### config.mk
export PLATFORM = sky130hd
export DESIGN_NAME = fifo_queue_flat
export DESIGN_NICKNAME = d
export VERILOG_FILES = /design/src/rtl/fifo_pkg.sv /design/src/rtl/fifo_queue_if.sv /design/src/rtl/fifo_ptr.sv /design/src/rtl/fifo_queue.sv /design/src/flat_wrapper.sv
export SDC_FILE = /design/constraint.sdc
export NUM_CORES = 1
export LEC_CHECK = 0
export CAP_MARGIN = 20
export CORE_UTILIZATION = 55
export CTS_BUF_LIST = sky130_fd_sc_hd__clkbuf_4 sky130_fd_sc_hd__clkbuf_8
export DETAILED_ROUTE_END_ITERATION = 10
export GPL_TIMING_DRIVEN = 0
export PLACE_DENSITY = 0.79
export REMOVE_ABC_BUFFERS = 1
export SYNTH_ARGS = -nofsm -noshare
export SYNTH_HDL_FRONTEND = slang
export SYNTH_SLANG_ARGS = --single-unit
### constraint.sdc
create_clock -name clk -period 6.55 [get_ports clk]
set_clock_uncertainty 0.1 [all_clocks]
set_input_delay 0.9825 -clock clk [delete_from_list [all_inputs] [get_ports clk]]
set_output_delay 0.9825 -clock clk [all_outputs]
set_load 0.01 [all_outputs]
### src/rtl/fifo_pkg.sv
// Shared sizing for the fifo_queue slice: default word width, depth and the
// pointer-width helper used by the queue and its pointer counters.
package fifo_pkg;

   localparam int FIFO_WIDTH = 8;
   localparam int FIFO_DEPTH = 8;

   function automatic int ptr_w(input int depth);
      return $clog2(depth);
   endfunction

   localparam int FIFO_PTR_W = ptr_w(FIFO_DEPTH);

endpackage

### src/rtl/fifo_queue_if.sv
// Request/status bundle between a fifo_queue and its user.
// The master drives enable/requests/data; the slave (the queue) drives status.
interface fifo_queue_if
   import fifo_pkg::*;
#(
   parameter int WIDTH = FIFO_WIDTH,
   parameter int DEPTH = FIFO_DEPTH
);
   logic                       enable;
   logic                       wr_en;
   logic                       rd_en;
   logic [WIDTH-1:0]           data_in;
   logic [WIDTH-1:0]           data_out;
   logic                       fifo_empty;
   logic                       fifo_full;
   logic [ptr_w(DEPTH):0]      count;
   logic                       overflow;
   logic                       underflow;

   modport master (
      output enable, wr_en, rd_en, data_in,
      input  data_out, fifo_empty, fifo_full, count, overflow, underflow
   );

   modport slave (
      input  enable, wr_en, rd_en, data_in,
      output data_out, fifo_empty, fifo_full, count, overflow, underflow
   );
endinterface

### src/rtl/fifo_ptr.sv
// Purpose: wrapping pointer counter for the queue's read and write sides.
// Latency: ptr advances on the clk edge where inc is high.
// Backpressure: none; the caller qualifies inc.
module fifo_ptr
   import fifo_pkg::*;
#(
   parameter int DEPTH = FIFO_DEPTH
) (
   input  logic                      clk,
   input  logic                      reset,
   input  logic                      inc,
   output logic [ptr_w(DEPTH)-1:0]   ptr
);
   localparam int PW = ptr_w(DEPTH);

   always_ff @(posedge clk) begin
      if (reset) begin
         ptr <= '0;
      end else if (inc) begin
         if (ptr == PW'(DEPTH - 1)) ptr <= '0;
         else                       ptr <= ptr + 1'b1;
      end
   end
endmodule

### src/rtl/fifo_queue.sv
// Purpose: synchronous first-word-fall-through FIFO with sticky error flags.
// Latency: a write into an empty queue shows on data_out the next cycle.
// Backpressure: full rejects writes unless a read happens the same cycle.
module fifo_queue
   import fifo_pkg::*;
#(
   parameter int WIDTH = FIFO_WIDTH,
   parameter int DEPTH = FIFO_DEPTH
) (
   input  logic          clk,
   input  logic          reset,
   fifo_queue_if.slave   bus
);
   localparam int PTR_W = ptr_w(DEPTH);

   logic [WIDTH-1:0] mem [DEPTH];
   logic [PTR_W-1:0] wr_ptr;
   logic [PTR_W-1:0] rd_ptr;
   logic [PTR_W:0]   count;
   logic             overflow;
   logic             underflow;
   logic             fifo_empty;
   logic             fifo_full;
   logic             rd_ok;
   logic             wr_ok;

   assign fifo_empty = (count == '0);
   assign fifo_full  = (count == (PTR_W+1)'(DEPTH));

   // a full queue may still take a write when the head leaves this cycle
   assign rd_ok = bus.enable & bus.rd_en & ~fifo_empty;
   assign wr_ok = bus.enable & bus.wr_en & (~fifo_full | rd_ok);

   fifo_ptr #(.DEPTH(DEPTH)) u_wr_ptr (
      .clk   (clk),
      .reset (reset),
      .inc   (wr_ok),
      .ptr   (wr_ptr)
   );

   fifo_ptr #(.DEPTH(DEPTH)) u_rd_ptr (
      .clk   (clk),
      .reset (reset),
      .inc   (rd_ok),
      .ptr   (rd_ptr)
   );

   // storage is not reset; stale words are hidden by the empty mask below
   always_ff @(posedge clk) begin
      if (wr_ok) mem[wr_ptr] <= bus.data_in;
   end

   always_ff @(posedge clk) begin
      if (reset) begin
         count     <= '0;
         overflow  <= 1'b0;
         underflow <= 1'b0;
      end else begin
         case ({wr_ok, rd_ok})
            2'b10:   count <= count + 1'b1;
            2'b01:   count <= count - 1'b1;
            default: count <= count;
         endcase
         if (bus.enable & bus.wr_en & ~wr_ok)   overflow  <= 1'b1;
         if (bus.enable & bus.rd_en & fifo_empty) underflow <= 1'b1;
      end
   end

   assign bus.data_out   = fifo_empty ? '0 : mem[rd_ptr];
   assign bus.fifo_empty = fifo_empty;
   assign bus.fifo_full  = fifo_full;
   assign bus.count      = count;
   assign bus.overflow   = overflow;
   assign bus.underflow  = underflow;
endmodule

### src/flat_wrapper.sv
// flat-port wrapper written by rule: the top's interface ports become plain ports
module fifo_queue_flat import fifo_pkg::*;
#(
   parameter int WIDTH = FIFO_WIDTH,
   parameter int DEPTH = FIFO_DEPTH
)
  (clk, reset, bus_enable, bus_wr_en, bus_rd_en, bus_data_in, bus_data_out, bus_fifo_empty, bus_fifo_full, bus_count, bus_overflow, bus_underflow);
  fifo_queue_if #(.WIDTH(WIDTH), .DEPTH(DEPTH)) bus_i ();
  input  logic clk;
  input  logic reset;
  input wire logic [$bits(bus_i.enable)-1:0] bus_enable;
  input wire logic [$bits(bus_i.wr_en)-1:0] bus_wr_en;
  input wire logic [$bits(bus_i.rd_en)-1:0] bus_rd_en;
  input wire logic [$bits(bus_i.data_in)-1:0] bus_data_in;
  output wire logic [$bits(bus_i.data_out)-1:0] bus_data_out;
  output wire logic [$bits(bus_i.fifo_empty)-1:0] bus_fifo_empty;
  output wire logic [$bits(bus_i.fifo_full)-1:0] bus_fifo_full;
  output wire logic [$bits(bus_i.count)-1:0] bus_count;
  output wire logic [$bits(bus_i.overflow)-1:0] bus_overflow;
  output wire logic [$bits(bus_i.underflow)-1:0] bus_underflow;
  assign bus_i.enable = bus_enable;
  assign bus_i.wr_en = bus_wr_en;
  assign bus_i.rd_en = bus_rd_en;
  assign bus_i.data_in = bus_data_in;
  assign bus_data_out = bus_i.data_out;
  assign bus_fifo_empty = bus_i.fifo_empty;
  assign bus_fifo_full = bus_i.fifo_full;
  assign bus_count = bus_i.count;
  assign bus_overflow = bus_i.overflow;
  assign bus_underflow = bus_i.underflow;
  fifo_queue #(.WIDTH(WIDTH), .DEPTH(DEPTH)) u_core (.clk(clk), .reset(reset), .bus(bus_i));
endmodule
; After elaboration in Yosys (flattened, before gate mapping)
; Memory sizes are Yosys's and may differ from the RTL's. A register that Yosys moved wholly into a read port is not among the register bits.
; Cells that the tools add are included.
[classes]
n_lt_le_gt_ge = 0
muxes = 8
bitwise_logic = 10
shift = 0
n_mul = 0
eq_ne = 5
div = 0
add_sub_neg = 4
n_reduce_logical = 2
[op_table]
columns = cell, count
row1 = 2-to-1 mux 3 bit, 4
row2 = 2-to-1 mux 8 bit, 1
row3 = one-hot mux 4 bit (2 select lines), 1
row4 = adder 3 x 1 -> 3 bit (second input constant), 2
row5 = AND 1 bit, 6
row6 = == test 3 bit (second input constant), 2
row7 = adder 4 x 1 -> 4 bit (second input constant), 1
row8 = == test 4 bit (second input constant), 1
row9 = logical NOT 4 bit, 1
row10 = subtractor 4 x 1 -> 4 bit (second input constant), 1
row11 = inverter 1 bit, 3
row12 = == test 2 x 1 -> 1 bit (second input constant), 1
row13 = == test 2 bit (second input constant), 1
row14 = 2-to-1 mux 1 bit, 2
row15 = nonzero test 2 bit, 1
row16 = OR 1 bit, 1
[totals]
register_bits = 12
memories = 1
out_inout_bits = 16
word_cells = 35
latchBits = 0
mem_bits_rw = 64
input_bits = 13
rom_bits = 0
[mem_list]
columns = memory, words, word_bits, read_ports, rd_ports_with_merged_regs, wr, line_no
row1 = u_core.mem, 8, 8, 1, 1, 1, fifo_queue.sv:16  ; logic [WIDTH-1:0] mem [DEPTH];

; Logic depth before layout (Yosys ltp)
; Gate-level depths: netlist of the first run.
[logic_depth]
depth_word = 7
depth_mapped = 10
ltp_nobuf = 10

; Cells and area by module
; A second synthesis of the first run with hierarchy kept.
[hier_totals]
hier_cells = 192
area_unflattened_um2 = 3199.3
[by_module_without_submodules]
columns = mod, instances, seq_area_each_um2, cells_each, area_per_inst_um2
row1 = fifo_queue, 1, 2042.0, 166, 2916.5
row2 = fifo_ptr, 2, 60.1, 13, 141.4

; Worst setup path before layout of the first run
; Ideal clock, no wire load.
[synth_path]
kind = input -> register
start = input bus_rd_en
end = memory u_core.mem[2][0] in the netlist's numbering (enable)
arrival_time_ps = 2364
setup_ps = 398
t_required_ps = 6052
path_slack_ps = 3688
cell_stages = 4
n_path_buf = 0
path_cell_list = nand2_1 a21oi_4 inv_2 nor4b_1
[synth_via]
elab_chain_cells = 6
[synth_rtl]
columns = element, line_no
row1 = start: declaration, flat_wrapper.sv:13  ; input wire logic [$bits(bus_i.rd_en)-1:0] bus_rd_en;
row2 = AND 1 bit (2 in a row), fifo_queue.sv:31  ; assign rd_ok = bus.enable & bus.rd_en & ~fifo_empty;
row3 = OR 1 bit, fifo_queue.sv:32  ; assign wr_ok = bus.enable & bus.wr_en & (~fifo_full | rd_ok);
row4 = AND 1 bit, fifo_queue.sv:32
row5 = 2-to-1 mux 1 bit, fifo_queue.sv:50  ; if (wr_ok) mem[wr_ptr] <= bus.data_in;
row6 = 2-to-1 mux 1 bit (not written as such), fifo_queue.sv:50
row7 = end: declaration, fifo_queue.sv:16
; Every way passes these cells.

==> results.md, run 1 <==
- Initial Util: 57.7%
- Post-Synth Adder-Cell Area: 2.74%
- Setup crit start kind: register
- Synth cell types: 31
- Initial antenna violation count: 0
- Type of the worst setup path: register to output pin
- Clock buffer depth: 2
- Full die area: 6120 sq um
- Power per cell area: 276 nW/um^2
- Clk_lat worst skew: 0.34 ns
- Tightest Pin Transition: 1.01 ns
- Final Critical Period: 3.63 ns
- Post_cts resized: 0
- Worst slew margin: 32.4%
- Setup crit end kind: output pin
- Die width: 78.2 um
- Number of global-route vias before repair: 1804
- Part of the power in combinational logic: 12.8%
- Non-Filler Instances: 300
- Worst R2R Path Depth: 10
- WP data required: 5.47 ns
- Hold WC Path Type: register to register
- Sequential-to-total area share from yosys stat: 69.5%
- Sequential Power Share: 54.0%
- Postcts setup bufs: 0
- Final wirelength: 6.04 mm
- Ant. Diodes: 0
- Post-synth EDFFs: 64
- R2r setup slk: 3.52 ns
- Largest net degree at the start of global routing: 17
- Register Area: 2220 sq um
- CTS tree: done
- Depth of the CTS H-tree: 3
- Reg2reg end: u_core.bus.count[2]$_SDFFE_PP0P_
- Final-layout fill cell count: 380
- Max Fclk: 0.275 GHz
- Clock Tree Root: clkbuf_8
- Max Cap Violations: 0
- Largest area contributor in the netlist: edfxtp_1
- GRT Resource Usage Total: 21.9%
- Total CTS buffers: 9
- DRC Markers: 0
- Post-synthesis mux area share: 14.4%
- Share of layout cells above drive strength 1: 21.1%
- Port bufs: 28
- Post-synth top cells: 64 x edfxtp_1, 16 x mux4_2, 16 x nor2_1, 15 x dfxtp_1
- Worst Setup EP: bus_data_out[3]
- Crit path DAT: 2.55 ns
- Final Cycle Share: 55.4%
- Post-cts hold buffer count: 0
- Synth Area in Simple Gates: 7.75%
- Row cnt: 27
- Grt ovf: 0
- Yosys top cell area share: 60.1%
- Area of the multi-input gates: 967 sq um
- Area grow syn2layout: 19.3%
- Synth Area in Compound Gates: 3.44%
- Worst R2R Start: u_core.bus.count[1]$_SDFFE_PP0P_
- # clock sinks: 79
- Core area: 5540 sq um
- DR WL/cell: 20.1 um
- CTS clk-pin slew, worst paths: 0.08 ns
- Syn. warnings: 0
- #FFs+latches synth: 79
- Slew Viols, Final: 0
- Peak supply drop: 0.231 mV
- Cell Int Power: 0.801 mW
- Largest family of logic cells by synthesized area: multiplexers
- Count leader, synth: edfxtp_1
- Placed instance count: 283
- First-pass GRT wire length: 9.43 mm
- LEAKAGE: 1.22 nW
- Dominant synthesized flop cell: edfxtp_1
- Ys async rst share: 0%
- Io pins: 29
- 1st-pass router iterations: 4
- Gate Count Post-Synth: 186
- Starting DRC count in detailed routing: 90
- Top cells by area, synth: edfxtp_1 60%, mux4_2 11%, dfxtp_1 9.4%
- Final Hold Viols: 0
- HPWL Detailed: 4.11 mm
- Synth Cell Area: 3200 sq um
- Sum of negative setup slack: 0 ns
- Final ANT Viol Nets: 0
- Maximum fanout along the worst path: 9
- Vias per inst: 5.91
- Vias: 1774
- Post-Synth XOR/XNOR Area: 0.822%
- Gpl congestion: 0.706
- Clk pwr share: 33.2%
- RSZ-0062 raised after global routing: no
- Syn_area_per_cell: 17.2 sq um
- Die height: 78.2 um
- Status: finished clean
- Sw Pwr: 0.250 mW
- Sw Share: 23.8%
- # setup viols final: 0
- Nets: 243
## cells in the final DEF (no fill, tap or decap), types with 2 or more instances in the layout
cell type	count
clkdlybuf4s50_1	28
nor2_1	16
edfxtp_1	64
a21oi_1	10
xor2_1	3
dfxtp_1	15
o21ai_0	4
buf_4	4
nor4_2	2
or3_1	2
clkbuf_8	9
nand2_1	10
clkinvlp_4	2
mux2i_1	9
nand3b_1	3
nor3b_2	2
ha_1	7
nor4b_2	2
mux4_2	16
## state kept, by name (all words and copies together), names as in the netlist, named ones only
register / flops
u_core.u_rd_ptr.ptr: 3
u_core.bus.underflow: 1
u_core.u_wr_ptr.ptr: 3
u_core.bus.count: 4
u_core.bus.overflow: 1
u_core.mem: 64
## power by group through the flow
| stage | Combinational, mW | Clock [mW] | Sequential [mW] |
|---|---|---|---|
| finish | 0.135 | 0.349 | 0.567 |
| global route | 0.145 | 0.375 | 0.569 |
| global placement | 0.118 | 0 | 0.579 |
| floorplan | 0.0617 | 0 | 0.579 |
| detailed placement | 0.131 | 0 | 0.581 |
| CTS | 0.132 | 0.356 | 0.570 |
## kinds of logic (layout without fill, tap and decap cells)
kind of cell | Yosys count | in the layout
multiplexers | 26 | 26
AO/OA/AOI/OAI | 18 | 18
adder cells (fa/ha/maj) | 7 | 7
buffers and inverters | 9 | 51
XOR/XNOR | 3 | 3
AND/OR/NAND/NOR | 44 | 44
flip-flops | 79 | 79
## critical path, cell delays in order, from the launching register on
cell and delay [ns]:
dfxtp_1 0.76, buf_8 0.23, mux4_2 0.50, mux2i_1 0.14
nor2_1 0.05, clkdlybuf4s50_1 0.51
## routing by layer
metal / up-vias / GRT usage (%) / wire (um)
li1: 812 / - / -
met1: 908 / 26.6 / 2500
met2: 46 / 38.0 / 3310
met3: 8 / 3.60 / 179
met4: 0 / 11.3 / 47
met5: - / 0 / 0
## layout make-up
class                           count  share of cell area, %
Tap cell                           72                   2.36
Sequential cell                    79                   58.2
Clock inverter                      7                   1.87
Timing Repair Buffer               34                   8.82
Clock buffer                        9                   3.25
Multi-Input combinational cell     98                   25.4
Inverter                            1                 0.0984
## through the flow
| stage | util (%) | hold WS, ns | total power, mW | area, sq um | worst slack [ns] |
|---|---|---|---|---|---|
| final | 68.9 | 0.399 | 1.05 | 3810 | 2.92 |
| after CTS | 68.6 | 0.404 | 1.06 | 3800 | 2.63 |
| after detailed placement | 65.1 | 0.366 | 0.713 | 3600 | 2.91 |
| after global routing | 68.9 | 0.429 | 1.09 | 3810 | 2.76 |
| after floorplan | - | 0.360 | 0.640 | 3160 | 3.61 |
| after global placement | 63.7 | 0.351 | 0.697 | 3530 | 2.38 |
## worst min-delay path by stage
stage                                         to  cells past startpoint  slack (ns)                           startpoint
2_1_floorplan                           register                      2        0.36  u_core.u_rd_ptr.ptr[1]$_SDFFE_PP0P_
3_3_place_gp   u_core.bus.underflow$_SDFFE_PP0P_                      2        0.35    u_core.bus.underflow$_SDFFE_PP0P_
3_5_place_dp   u_core.bus.underflow$_SDFFE_PP0P_                      2        0.37    u_core.bus.underflow$_SDFFE_PP0P_
4_1_cts        u_core.bus.underflow$_SDFFE_PP0P_                      2        0.40    u_core.bus.underflow$_SDFFE_PP0P_
5_1_grt        u_core.bus.underflow$_SDFFE_PP0P_                      2        0.43    u_core.bus.underflow$_SDFFE_PP0P_
6_report       u_core.bus.underflow$_SDFFE_PP0P_                      2        0.40    u_core.bus.underflow$_SDFFE_PP0P_
Note: power is estimated with default switching activity, not from simulation.
==> run 2: changes to the inputs <==
clock period = 3.65 ns   (was 6.55 ns; I/O delays follow)
==> results of run 2 <==
Same layout as run 1 (identical final DEF). Status: finished clean.
Main changes from that run: setup slack after placement 2.91 ns -> 0.440 ns; setup slack after layout 2.92 ns -> 0.454 ns; register-to-register setup slack 3.52 ns -> 0.62 ns; total power 1.05 mW -> 1.89 mW; worst IR drop on VDD 0.231 mV -> 0.414 mV
